$ cat config.mk
export PLATFORM = sky130hd
export DESIGN_NAME = pwm_ctrl
export DESIGN_NICKNAME = d
export VERILOG_FILES = /design/src/rtl/pwm_ctrl.sv
export SDC_FILE = /design/constraint.sdc
export NUM_CORES = 1
export LEC_CHECK = 0
export BUFFER_PORTS_ARGS = -buffer_cell sky130_fd_sc_hd__buf_2
export CORE_MARGIN = 1
export CORE_UTILIZATION = 31
export CTS_CLUSTER_DIAMETER = 200
export DETAILED_ROUTE_END_ITERATION = 10
export GPL_TIMING_DRIVEN = 0
export SKIP_CTS_REPAIR_TIMING = 1
export SYNTH_ARGS = -nofsm -noshare
export SYNTH_HDL_FRONTEND = slang
export SYNTH_SLANG_ARGS = --single-unit
$ cat constraint.sdc
create_clock -name sysclk -period 1.3 [get_ports sysclk]
set_input_delay 0.065 -clock sysclk [delete_from_list [all_inputs] [get_ports sysclk]]
set_output_delay 0.065 -clock sysclk [all_outputs]
set_load 0.01 [all_outputs]
$ cat src/rtl/pwm_ctrl.sv
// pwm_ctrl: command-driven enable/duty owner for a bank of pwm channels.
// Define PWM_CTRL_FADE_EN to fade each duty toward its target once per tick.
`ifndef BRIGHTNESS_WIDTH
`define BRIGHTNESS_WIDTH 8
`endif

module pwm_ctrl #(
    parameter int CH_W = 2,
    parameter int BW   = `BRIGHTNESS_WIDTH,
    parameter int STEP = 1
) (
    input  logic                    sysclk,
    input  logic                    i_rst,
    input  logic                    i_cmd_valid,
    output logic                    o_cmd_ready,
    input  logic [1:0]              i_cmd_op,
    input  logic [CH_W-1:0]         i_cmd_ch,
    input  logic [BW-1:0]           i_cmd_data,
    input  logic                    i_tick,
    output logic [(2**CH_W)-1:0]    o_enb,
    output logic [(2**CH_W)*BW-1:0] o_d,
    output logic                    o_busy
);
    localparam int N_CH = 2**CH_W;

    localparam logic [1:0] OP_SET  = 2'b00;
    localparam logic [1:0] OP_ENA  = 2'b01;
    localparam logic [1:0] OP_DIS  = 2'b10;
    localparam logic [1:0] OP_DALL = 2'b11;

`ifdef PWM_CTRL_FADE_EN
    typedef enum logic [1:0] {IDLE, EXEC, FADE} state_t;
`else
    typedef enum logic [1:0] {IDLE, EXEC} state_t;
`endif

    state_t            state;
    logic [1:0]        op_q;
    logic [CH_W-1:0]   ch_q;
    logic [BW-1:0]     data_q;
    logic [BW-1:0]     cur   [N_CH];
    logic [BW-1:0]     tgt   [N_CH];
    logic [BW-1:0]     cur_n [N_CH];
    logic [BW-1:0]     tgt_n [N_CH];
    logic [N_CH-1:0]   enb_n;

`ifdef PWM_CTRL_FADE_EN
    localparam logic [BW:0] STEP_V = (BW+1)'(STEP);

    logic            pend;
    logic [CH_W-1:0] idx;
    logic            busy_n;

    // Widened by one bit so the step clamp cannot wrap past the target.
    function automatic logic [BW-1:0] fade(
        input logic [BW-1:0] c,
        input logic [BW-1:0] t
    );
        logic [BW:0] d;
        logic [BW:0] r;
        r = {1'b0, c};
        if (c < t) begin
            d = {1'b0, t} - {1'b0, c};
            if (d > STEP_V) d = STEP_V;
            r = {1'b0, c} + d;
        end else if (c > t) begin
            d = {1'b0, c} - {1'b0, t};
            if (d > STEP_V) d = STEP_V;
            r = {1'b0, c} - d;
        end
        return r[BW-1:0];
    endfunction
`else
    localparam int step_unused = STEP;
    logic tick_unused;
    assign tick_unused = i_tick;
`endif

    always_comb begin
        cur_n = cur;
        tgt_n = tgt;
        enb_n = o_enb;
        if (state == EXEC) begin
            unique case (op_q)
                OP_SET: begin
                    tgt_n[ch_q] = data_q;
`ifndef PWM_CTRL_FADE_EN
                    cur_n[ch_q] = data_q;
`endif
                end
                OP_ENA: enb_n[ch_q] = 1'b1;
                OP_DIS: begin
                    enb_n[ch_q] = 1'b0;
                    cur_n[ch_q] = '0;
                end
                OP_DALL: begin
                    enb_n = '0;
                    for (int k = 0; k < N_CH; k++) cur_n[k] = '0;
                end
            endcase
        end
`ifdef PWM_CTRL_FADE_EN
        else if (state == FADE) begin
            cur_n[idx] = fade(cur[idx], tgt[idx]);
        end
        busy_n = 1'b0;
        for (int k = 0; k < N_CH; k++)
            busy_n = busy_n | (cur_n[k] != tgt_n[k]);
`endif
    end

    always_comb begin
        o_d = '0;
        for (int k = 0; k < N_CH; k++) o_d[k*BW +: BW] = cur[k];
    end

    always_ff @(posedge sysclk) begin
        if (i_rst) begin
            state       <= IDLE;
            o_cmd_ready <= 1'b0;
            o_enb       <= '0;
            op_q        <= OP_SET;
            ch_q        <= '0;
            data_q      <= '0;
            for (int k = 0; k < N_CH; k++) begin
                cur[k] <= '0;
                tgt[k] <= '0;
            end
`ifdef PWM_CTRL_FADE_EN
            o_busy <= 1'b0;
            pend   <= 1'b0;
            idx    <= '0;
`endif
        end else begin
            cur   <= cur_n;
            tgt   <= tgt_n;
            o_enb <= enb_n;
`ifdef PWM_CTRL_FADE_EN
            o_busy <= busy_n;
`endif
            unique case (state)
                IDLE: begin
                    if (i_cmd_valid && o_cmd_ready) begin
                        op_q        <= i_cmd_op;
                        ch_q        <= i_cmd_ch;
                        data_q      <= i_cmd_data;
                        state       <= EXEC;
                        o_cmd_ready <= 1'b0;
                    end
`ifdef PWM_CTRL_FADE_EN
                    else if (pend) begin
                        state       <= FADE;
                        idx         <= '0;
                        pend        <= 1'b0;
                        o_cmd_ready <= 1'b0;
                    end
`endif
                    else begin
                        o_cmd_ready <= 1'b1;
                    end
                end
                EXEC: begin
`ifdef PWM_CTRL_FADE_EN
                    if (pend) begin
                        state <= FADE;
                        idx   <= '0;
                        pend  <= 1'b0;
                    end else
`endif
                    begin
                        state       <= IDLE;
                        o_cmd_ready <= 1'b1;
                    end
                end
`ifdef PWM_CTRL_FADE_EN
                FADE: begin
                    if (idx == CH_W'(N_CH-1)) begin
                        if (pend) begin
                            idx  <= '0;
                            pend <= 1'b0;
                        end else begin
                            state       <= IDLE;
                            o_cmd_ready <= 1'b1;
                        end
                    end else begin
                        idx <= idx + 1'b1;
                    end
                end
`endif
                default: state <= IDLE;
            endcase
`ifdef PWM_CTRL_FADE_EN
            // A tick on the clearing edge still leaves a sweep owed.
            if (i_tick) pend <= 1'b1;
`endif
        end
    end

`ifndef PWM_CTRL_FADE_EN
    assign o_busy = 1'b0;
`endif

endmodule

==> metrics.yaml <==
sta:
  holdWs_ns: 0.1656
  slew_violations: 0
  min_period_ns: 1.279
  rsz0062_at_grt: "true"
  clock-skew-final_ns: 0.007952
  finalHoldViolCount: 0
  finalCritPeriodShare: 0.9835
  timing.fmax_mhz: 782.1
  setup_violations: 0
place:
  port_buffers: 51
  dp_hpwl_um: 3126
  place.gp.congestion: 0.7160
  placed_cell_area_mm2: 0.002196
logic_synthesis:
  syn_area_per_cell_um2: 13.31
  synth.distinct_cells: 26
  synth_fp_nets: 155
  synth_area_mm2: 0.001851
  ys.flop_type: "dfxtp_1"
  ys_ff_latch: 50
  syn_inst: 139
  synthArstFlopShare: 0
  ys_seq_area_frac: 0.5409
  synth-edff-count: 0
  ys_warn_count: 0
power_and_ir_drop:
  power_leakage_uw: 0.001132
  p_int_uw: 2270
  p_clk_frac: 0.365
  powerDensity_mw_per_mm2: 1130
  comb_power_share: 0.097
  p_sw_uw: 690.9
  sw_frac_of_total: 0.2333
  max-vdd-ir-drop_v: 0.0006081
  power_frac_seq: 0.537
routing:
  post-route-drc-count: 0
  drtPass1Iterations: 4
  wire_per_inst_um: 15.46
  vias: 1540
  viasPerCell: 5.185
  antenna_left: 0
  drtIter0Drc: 82
  wl_um: 4591
clocking:
  numCtsBuffers: 5
  cts.sinks: 50
  cts-root-buf: "clkbuf_8"
  max-clock-path-buffers: 2
  clk_latency_ns: 0.30
  h-tree-depth: 2
  cts_tree: "yes"
  clk_pin_slew_worst_paths_ns: 0.09
outcome:
  status: "completed"
layout:
  fin_area_mm2: 0.002620
  syn2layout_area_growth_pct: 41.58
  nNetsFinal: 240
  diodes: 0
  drive_gt1_frac: 0.4800
grt:
  grt_pass1_vias: 1365
  track_usage: 0.1517
  grt.busiest_layer: "met2"
  use_met3: 0.04483
  antenna_found_initial: 0
  grt_pass1_wl_um: 7024
  grt_overflow: 0
  use_met2: 0.2328
  grt_start_max_net_pins: 16
  met1_usage: 0.1986
floorplan:
  coreArea_mm2: 0.005642
  num_rows: 27
  start_util: 0.3280
  fp.dieH_um: 79.26
  die_area_mm2: 0.006282
  die_w_um: 79.26
  pin_count: 54
setup_path:
  critPathMaxFanout: 10
  worstPathArrival_ns: 1.52
  critPathKind: "reg -> reg"
  reg2reg_slack_ns: 0.02
  endpoint_kind: "flop"
  worstPathRequired_ns: 1.54
  cp-start-kind: "flop"
flow_run:
  cap_violations: 0
worst_hold_path:
  hold_class: "in -> reg"
## synth_stat cells, types with 2 or more instances
cell	n	area [µm²]
a211oi_4	3	60.06
a22o_1	12	105.1
a31oi_1	4	25.02
a32o_1	32	320.3
buf_2	2	10.01
buf_4	3	22.52
buf_6	3	33.78
clkbuf_1	3	11.26
dfxtp_1	50	1001
inv_2	2	7.510
nor2_1	2	7.510
nor2b_1	2	12.51
nor3_1	3	15.01
nor4_4	4	85.08
o211a_1	3	30.03
## metal layers
metal | wire length [µm] | share of wire | vias to the layer above
met1 | 2204 | 0.48 | 741
met3 | 233 | 0.051 | 6
li1 | - | - | 740
met4 | 65 | 0.014 | 0
met2 | 2087 | 0.45 | 53
met5 | 0 | 0 | -
## stage by stage
step / setup WS (ns) / std cells / utilization / TNS (ns) / power (µW)
after floorplan: 0.05710 / 139 / - / 0 / 1758
after global placement: -0.09573 / 262 / 0.3892 / -2.716 / 1832
after detailed placement: -0.1077 / 262 / 0.3892 / -3.124 / 1835
after CTS: -0.1308 / 270 / 0.4087 / -3.941 / 2893
after global routing: -0.03594 / 297 / 0.4644 / -0.3509 / 3073
final: 0.02141 / 297 / 0.4644 / 0 / 2961
## cells by family (layout without fill, tap and decap cells)
kind of cell,count (synthesis),after routing,share of synthesized area
buf+inv,14,100,0.04800
simple gates,16,16,0.08857
flops,50,50,0.5409
compound gates,58,58,0.3205
other cells,1,1,0.002026
## cells in the final DEF, fill, tap and decap left out
cell / n
nor2_2: 2
inv_2: 2
a31oi_1: 3
dfxtp_2: 2
a211oi_4: 3
clkbuf_1: 1
o211a_1: 3
a311oi_1: 1
a22o_1: 12
a32o_1: 32
a21o_2: 1
buf_2: 52
buf_6: 9
a41oi_1: 1
inv_4: 1
conb_1: 1
clkbuf_2: 3
buf_12: 1
clkbuf_4: 1
nor3_2: 1
buf_4: 11
a311oi_4: 1
bufinv_16: 1
nor2b_4: 3
and2b_4: 1
dlygate4sd3_1: 12
nor4_4: 4
a31oi_2: 1
dfxtp_1: 47
dfxtp_4: 1
clkbuf_8: 5
nor3_1: 3
and3_4: 1
clkinvlp_4: 1
nand2_1: 1
## power by group through the flow
| stage | clock network, µW | logic (µW) | registers [µW] |
|---|---|---|---|
| 5_1_grt | 1170 | 311 | 1600 |
| 6_report | 1080 | 288 | 1590 |
| 2_1_floorplan | 0 | 146 | 1610 |
| 3_5_place_dp | 0 | 208 | 1630 |
| 3_3_place_gp | 0 | 206 | 1630 |
| 4_1_cts | 1090 | 209 | 1590 |
## path summary, 6_finish.rpt
kind | endpoint | cells after the start | startpoint
setup reg to reg | op_q[0] | 4 | state[0]
setup / recovery | op_q[0] | 4 | state[0]
hold / removal | o_enb[3] | 3 | i_rst
hold reg to reg | flop | 1 | flop
## final cells by class
type                            count  area [µm²]
Sequential cell                    50        1007
Tap cell                           72       90.09
Inverter                            3       13.76
Multi-Input combinational cell     75       792.0
Clock inverter                      2       37.54
Fill cell                         501        3022
Timing Repair Buffer               78       515.5
Buffer                             11       91.34
Clock buffer                        6       72.57
## worst max-delay path, cell delays in order, from the launching register on
cell and delay [ns]:
dfxtp_4 0.37, buf_6 0.13, nor3_2 0.32, clkbuf_4 0.28
a22o_1 0.13
No activity file was read; power rests on OpenSTA's default activity.
